**src/rtl/rr_mux_array.sv**
```systemverilog
// rr_mux_array: registered NCH:1 mux with round-robin or fixed-select arbitration and valid/ready flow control
module rr_mux_array #(
  parameter int WIDTH = 4,
  parameter int NCH = 4,
  localparam int SEL_W = $clog2(NCH)
) (
  input  logic                 clk,
  input  logic                 rst_n,
  input  logic                 mode,
  input  logic [SEL_W-1:0]     sel,
  input  logic [NCH-1:0]       in_valid,
  input  logic [NCH*WIDTH-1:0] in_data,
  output logic [NCH-1:0]       in_ready,
  output logic                 out_valid,
  output logic [WIDTH-1:0]     out_data,
  output logic [SEL_W-1:0]     out_ch,
  input  logic                 out_ready
);
  logic [WIDTH-1:0] ch_data [NCH];
  logic [SEL_W-1:0] ptr_q, ptr_d, ch_q, ch_d, gnt, cand;
  logic [WIDTH-1:0] data_q, data_d;
  logic             valid_q, valid_d, gnt_vld, free, load;
  for (genvar i = 0; i < NCH; i++) begin : g_ch
    assign ch_data[i] = in_data[i*WIDTH +: WIDTH];
  end
  assign free = !valid_q || out_ready;
  assign load = free && gnt_vld;
  assign in_ready = (rst_n && load) ? NCH'(1) << gnt : '0;
  assign out_valid = valid_q;
  assign out_data = data_q;
  assign out_ch = ch_q;
  // grant: scan ptr+NCH down to ptr+1 so the channel just after ptr wins last, ptr itself lowest priority
  always_comb begin
    gnt = '0;
    gnt_vld = 1'b0;
    cand = '0;
    if (mode) begin
      gnt = sel;
      gnt_vld = (int'(sel) < NCH) && in_valid[sel];
    end else begin
      for (int k = NCH; k >= 1; k--) begin
        cand = SEL_W'((int'(ptr_q) + k) % NCH);
        if (in_valid[cand]) begin
          gnt = cand;
          gnt_vld = 1'b1;
        end
      end
    end
  end
  // next state: load winner, drop valid on drain without a new word, pointer follows round-robin grants only
  always_comb begin
    valid_d = load ? 1'b1 : (free ? 1'b0 : valid_q);
    data_d = load ? ch_data[gnt] : data_q;
    ch_d = load ? gnt : ch_q;
    ptr_d = (load && !mode) ? gnt : ptr_q;
  end
  // output register and pointer; reset leaves channel 0 with first priority
  always_ff @(posedge clk or negedge rst_n) begin
    if (!rst_n) begin
      valid_q <= 1'b0;
      data_q <= '0;
      ch_q <= '0;
      ptr_q <= SEL_W'(NCH - 1);
    end else begin
      valid_q <= valid_d;
      data_q <= data_d;
      ch_q <= ch_d;
      ptr_q <= ptr_d;
    end
  end
endmodule

```
**config.mk**
```make
export PLATFORM = sky130hd
export DESIGN_NAME = rr_mux_array
export DESIGN_NICKNAME = d
export VERILOG_FILES = /design/src/rtl/rr_mux_array.sv
export SDC_FILE = /design/constraint.sdc
export NUM_CORES = 1
export LEC_CHECK = 0
export ABC_AREA = 1
export CORE_AREA = 2 2 51 53
export DETAILED_ROUTE_END_ITERATION = 12
export DIE_AREA = 0 0 53 55
export GPL_TIMING_DRIVEN = 0
export HOLD_SLACK_MARGIN = 0.1
export PLACE_DENSITY = 0.78
export SYNTH_ARGS = -nofsm -noshare
export SYNTH_HDL_FRONTEND = slang
export SYNTH_SLANG_ARGS = --single-unit
```
**constraint.sdc**
```tcl
create_clock -name clk -period 6.3 [get_ports clk]
set_input_delay 1.575 -clock clk [delete_from_list [all_inputs] [get_ports clk]]
set_output_delay 1.575 -clock clk [all_outputs]
set_load 0.01 [all_outputs]
```
==> results.sh, run 1 <==
export IMPL_wl_per_cell_um=10.63
export IMPL_die_y_um=55
export IMPL_clock_sinks=9
export IMPL_gr_max_usage_layer="met2"
export IMPL_place_congestion=0.9153
export IMPL_grt_use_met2_pct=33.13
export IMPL_postSynthCellCount=145
export IMPL_synth_edff_count=0
export IMPL_syn_area_um2=893.4
export IMPL_powerDensity_nw_per_um2=396.4
export IMPL_finClkSkew_ps=0.2203
export IMPL_core_um2=2365
export IMPL_synth_top_area_share_pct=24.79
export IMPL_slew_limit_headroom_pct=70.09
export IMPL_ys_types=21
export IMPL_r2r_start="ptr_q[0]"
export IMPL_crit_required_ps=4720
export IMPL_ant_nets=0
export IMPL_hp_class="reg2reg"
export IMPL_start_util_pct=37.78
export IMPL_ctsRootBufferMaster="clkbuf_4"
export IMPL_post_cts_buffers=0
export IMPL_ys_ff_latch=9
export IMPL_r2r_end="out_data[1]"
export IMPL_worstMarginPinSlew_ps=447.3
export IMPL_netlist_top_cells_area="nand2_1 (25%), dfrtp_1 (20%), nand2_2 (11%)"
export IMPL_end_kind="output port"
export IMPL_grt_first_pass_wirelength_mm=3.608
export IMPL_dieArea_um2=2915
export IMPL_slew_violations=0
export IMPL_fin_nets=211
export IMPL_hold_viol=0
export IMPL_holdPathEnd="out_data[2]"
export IMPL_use_met1_pct=18.56
export IMPL_drt_iter0_markers=11
export IMPL_max_freq_mhz=185.4
export IMPL_vias=998
export IMPL_cts_hold_repair_buffers=0
export IMPL_r2r_cells=15
export IMPL_reg2reg_slack_ps=4330
export IMPL_antenna_found_initial=0
export IMPL_yosysWarnings=0
export IMPL_grt_use_met3_pct=3.495
export IMPL_hold_path_startpoint="out_data[2]"
export IMPL_period_minus_slack_ps=5395
export IMPL_placementRows=18
export IMPL_drc_errors=0
export IMPL_yosysMostFrequentCell="nand2_1"
export IMPL_grt_pass1_vias=879
export IMPL_startpoint_type="input port"
export IMPL_io_pin_count=37
export IMPL_synthFlopType="dfrtp_1"
export IMPL_grt_start_max_net_pins=11
export IMPL_cts_path_max_buffers=2
export IMPL_cts_resized=0
export IMPL_vdd_ir_drop_max_mv=0.2252
export IMPL_rsz0062_at_grt="false"
export IMPL_wirelength_mm=2.275
export IMPL_cts_tree="done"
export IMPL_crit_arrival_ps=3820
export IMPL_syn_avg_cell_area_um2=6.161
export IMPL_clk_pin_slew_ps=60
export IMPL_ys_async_sr_fraction_pct=100.0
export IMPL_ys_top_cells_by_count="nand2_1 (59), nand3_1 (18), inv_1 (17)"
export IMPL_min_delay_path_depth=2
export IMPL_setup_viol=0
export IMPL_hpwl_mm=1.800
export IMPL_leakagePower_nw=0.6677
export IMPL_drive_gt1_share_pct=17.39
export IMPL_worstSetupPathType="in2out"
export IMPL_status="completed"
export IMPL_cts_buffers=3
export IMPL_yosys_area_top_type="nand2_1"
export IMPL_io_buffers=35
export IMPL_place_ws_ps=912.9
export IMPL_firstDrtPassIters=4
export IMPL_fin_setup_tns_ps=0
export IMPL_timing_final_crit_share_pct=85.63
export IMPL_utilization_pct=55.29
export IMPL_die_w_um=53
export IMPL_viasPerCell=4.664
export IMPL_grt_overflow_total=0
export IMPL_n_antenna_cell=0
export IMPL_cp_max_fo=10
export IMPL_synth_seq_area_share_pct=25.49
export IMPL_clock_latency_ps=260
export IMPL_fin_ws_ps=905.1
export IMPL_syn_nets=171
export IMPL_syn2layout_area_growth_pct=46.36
export IMPL_maxCapViolCount=0
export IMPL_htree_levels=1
export IMPL_track_usage_pct=17.04
==> metal layers <==
metal	vias to the layer above	wire length [um]
met1	436	952
met5	-	0
li1	530	-
met3	2	121
met2	30	1179
met4	0	21
==> final cells by class <==
type | count | area, um^2
Buffer | 3 | 35.03
Clock buffer | 4 | 26.28
Fill cell | 240 | 1057
Inverter | 20 | 82.58
Multi-Input combinational cell | 113 | 548.0
Sequential cell | 9 | 227.7
Tap cell | 30 | 37.54
Timing Repair Buffer | 35 | 350.3
==> cell families (layout without fill, tap and decap cells) <==
kind of cell | after synthesis | count (layout) | share of synthesized area, %
flops | 9 | 9 | 25.49
compound gates | 9 | 9 | 5.882
buf+inv | 23 | 62 | 13.16
simple gates | 104 | 104 | 55.46
==> layout by cell type (no fill, tap or decap), drive strengths merged, types with 2 or more instances in the layout <==
cell,netlist,final
nand3,18,18
nor3,3,3
clkbuf,1,5
buf,2,2
dfrtp,7,7
clkdlybuf4s50,0,35
o21ai,5,5
dfstp,2,2
nand2,78,78
nor2,4,4
inv,20,20
a21oi,3,3
==> power by group <==
part           total, mW  internal, mW  switching [mW]
logic              0.369         0.157           0.211
clock network     0.0449        0.0244          0.0205
registers          0.105        0.0888          0.0159
==> flip-flops by register name (all words and copies together), names as in the netlist <==
name,cells
out_ch,2
out_data,4
ptr_q,2
out_valid,1
==> stage by stage <==
stage	area, um^2	cells	total power, mW	hold slack, ps
floorplan	893.4	145	0.3638	515.5
global placement	1281	210	0.4656	467.5
CTS	1308	214	0.5228	486.1
finish	1308	214	0.5184	484.2
detailed placement	1281	210	0.4745	464.5
global route	1308	214	0.5667	505.4
==> worst max-delay path, stage by stage <==
cell and delay (ps):
clkdlybuf4s50_1 550, inv_1 60, nand2_1 70, nand2_1 70, nand3_1 100, nand4_2 240
inv_1 230, nand2_1 130, nor3_1 220, clkdlybuf4s50_1 570
==> worst max path at each step <==
| stage | startpoint | end |
|---|---|---|
| floorplan | mode | in_ready[2] |
| global placement | in_valid[1] | in_ready[2] |
| detailed placement | in_valid[1] | in_ready[2] |
| CTS | in_valid[1] | in_ready[2] |
| global route | in_valid[1] | in_ready[2] |
| finish | in_valid[1] | in_ready[2] |
(Power assumes the default switching activity.)
==> inputs of run 2 (changes only) <==
--- a/config.mk
+++ b/config.mk
@@ -6,12 +6,13 @@
 export NUM_CORES = 1
 export LEC_CHECK = 0
 export ABC_AREA = 1
-export CORE_AREA = 2 2 51 53
+export CORE_AREA = 2 2 44 46
 export DETAILED_ROUTE_END_ITERATION = 12
-export DIE_AREA = 0 0 53 55
+export DIE_AREA = 0 0 46 48
+export DONT_BUFFER_PORTS = 1
 export GPL_TIMING_DRIVEN = 0
 export HOLD_SLACK_MARGIN = 0.1
-export PLACE_DENSITY = 0.78
+export PLACE_DENSITY = 0.73
 export SYNTH_ARGS = -nofsm -noshare
 export SYNTH_HDL_FRONTEND = slang
 export SYNTH_SLANG_ARGS = --single-unit
==> run 2 against run 1 <==
Against the previous run: die area down 24%; core utilization up 0.41 points; critical path depth down 2; sequential share of layout area up 6.8 points; worst setup slack better by 790 ps; cell area down 28%; clock power down 4%; total power down 13%; via count down 11%; maximum frequency up 17%; non-clock buffer count down 35; wire length down 17%; critical path type unchanged; largest power group unchanged; highest routed layer unchanged.
==> results.sh, run 2 (same netlist as run 1, synthesis figures left out) <==
export IMPL_ant_nets=0
export IMPL_clock_sinks=9
export IMPL_mostFrequentLayoutCells="nand2_1 (59), nand3_1 (18), inv_1 (17)"
export IMPL_fin_ws_ps=1690
export IMPL_final_common_cell="nand2_1"
export IMPL_cts_buffers=3
export IMPL_crit_chain="clkbuf_1, nand2_1, a21oi_1, o21ai_0, nand4_2, inv_1, nand2_1, nor3_1"
export IMPL_slew_violations=0
export IMPL_status="completed"
export IMPL_finClkSkew_ps=0.4551
export IMPL_setup_viol=0
export IMPL_end_kind="output port"
export IMPL_fin_nets=176
export IMPL_cts_hold_repair_buffers=0
export IMPL_critPathSlowestCell="nor3_1"
export IMPL_period_minus_slack_ps=4610
export IMPL_powerDensity_nw_per_um2=480.5
export IMPL_cp_top_family="simple AND/OR/NAND/NOR gates"
export IMPL_place_area_um2=914.6
export IMPL_n_antenna_cell=0
export IMPL_max_freq_mhz=216.9
export IMPL_whs_ps=551.0
export IMPL_placementRows=15
export IMPL_hp_class="reg2reg"
export IMPL_wirelength_met1_um=786
export IMPL_worstMarginPinSlew_ps=363.2
export IMPL_grt_first_pass_wirelength_mm=3.187
export IMPL_drt_iter0_markers=10
export IMPL_viasPerCell=5.373
export IMPL_place_congestion=0.8085
export IMPL_maxCapViolCount=0
export IMPL_drc_errors=0
export IMPL_slowest_delay_ps=350
export IMPL_utilization_pct=55.70
export IMPL_antenna_found_initial=0
export IMPL_syn2layout_area_growth_pct=5.322
export IMPL_htree_levels=1
export IMPL_vias=892
export IMPL_crit_top_cell="nand2_1"
export IMPL_final_cell_area_um2=940.9
export IMPL_grt_overflow_total=0
export IMPL_place_ws_ps=1689
export IMPL_io_buffers=0
export IMPL_die_w_um=46
export IMPL_crit_required_ps=4720
export IMPL_wl_per_cell_um=11.36
export IMPL_fin_setup_tns_ps=0
export IMPL_wl_met2_um=951
export IMPL_core_um2=1689
export IMPL_ctsRootBufferMaster="clkbuf_4"
export IMPL_clock_latency_ps=250
export IMPL_worstSetupPathType="in2out"
export IMPL_reg2reg_slack_ps=4330
export IMPL_slew_limit_headroom_pct=75.60
export IMPL_post_cts_buffers=0
export IMPL_grt_start_max_net_pins=11
export IMPL_track_usage_pct=19.67
export IMPL_cts_resized=0
export IMPL_grt_pass1_vias=811
export IMPL_rsz0062_at_grt="false"
export IMPL_cp_max_fo=10
export IMPL_start_util_pct=52.89
export IMPL_cts_path_max_buffers=2
export IMPL_largest_reg_flops=4
export IMPL_firstDrtPassIters=4
export IMPL_met3_length_um=141
export IMPL_die_y_um=48
export IMPL_hpwl_mm=1.523
export IMPL_clk_pin_slew_ps=60
export IMPL_leakagePower_nw=0.5333
export IMPL_timing_final_crit_share_pct=73.17
export IMPL_vdd_ir_drop_max_mv=0.2522
export IMPL_wirelength_mm=1.886
export IMPL_crit_arrival_ps=3030
export IMPL_top_layer="met4"
export IMPL_fillers=178
export IMPL_startpoint_type="input port"
export IMPL_path_buf_inv=2
export IMPL_dieArea_um2=2208
export IMPL_hold_viol=0
export IMPL_drive_gt1_share_pct=21.48
export IMPL_io_pin_count=37
export IMPL_cts_tree="done"
[run 2: cell types whose count changed in the layout (fill, tap and decap cells not counted)]
cell	previous run	this run
clkdlybuf4s50_1	35	0
[run 2: power breakdown]
| part | switching (mW) | leakage [nW] | internal (mW) | total (mW) |
|---|---|---|---|---|
| registers | 0.0281 | 0.106 | 0.0889 | 0.117 |
| clock network | 0.0189 | 0.0150 | 0.0243 | 0.0432 |
| logic | 0.186 | 0.412 | 0.106 | 0.292 |
| total | 0.233 | 0.533 | 0.219 | 0.452 |
[run 2: final cells by class]
| type | count | area (um^2) | share of cell area [%] |
|---|---|---|---|
| tap | 17 | 21.27 | 2.261 |
| buffer | 3 | 35.03 | 3.723 |
| sequential | 9 | 227.7 | 24.20 |
| multi-input combinational | 113 | 548.0 | 58.24 |
| inverter | 20 | 82.58 | 8.777 |
| clock buffer | 4 | 26.28 | 2.793 |
[run 2: worst min-delay path: stages, from the launching register on]
cell	delay, ps
dfrtp_1	390
nand2_1	70
nand2_1	60
[run 2: worst paths after layout]
| check | from | endpoint | cells past startpoint |
|---|---|---|---|
| max reg2reg | ptr_q[0] | out_data[3] | 17 |
| max | mode | in_ready[2] | 8 |
| min reg2reg | out_ch[0] | out_ch[0] | 2 |
| min in group asynchronous | rst_n | out_valid | 0 |
| min | out_ch[0] | out_ch[0] | 2 |
| max in group asynchronous | rst_n | ptr_q[1] | 0 |
[run 2: per-layer routing]
layer | up-vias | global-route usage (%)
met4 | 0 | 3.429
met2 | 33 | 34.72
met5 | - | 0
met1 | 397 | 23.85
met3 | 2 | 6.038
li1 | 460 | -
[run 2: stage by stage]
stage | power [mW] | instances
finish | 0.4521 | 166
global route | 0.5064 | 166
CTS | 0.4581 | 166
detailed placement | 0.4122 | 162
global placement | 0.4033 | 162
floorplan | 0.3638 | 145
==> inputs of run 3 (changes only) <==
==> constraint.sdc (replaced) <==
create_clock -name clk -period 4.5 [get_ports clk]
set_input_delay 1.125 -clock clk [delete_from_list [all_inputs] [get_ports clk]]
set_output_delay 1.125 -clock clk [all_outputs]
set_load 0.01 [all_outputs]
==> results of run 3 <==
Same layout as run 2 (identical final DEF). Status: completed.
Main changes from that run: setup slack after placement 1689 ps -> 788.7 ps; setup slack after layout 1690 ps -> 790.5 ps; register-to-register setup slack 4330 ps -> 2530 ps; total power 0.4521 mW -> 0.6329 mW; worst IR drop on VDD 0.2522 mV -> 0.3531 mV
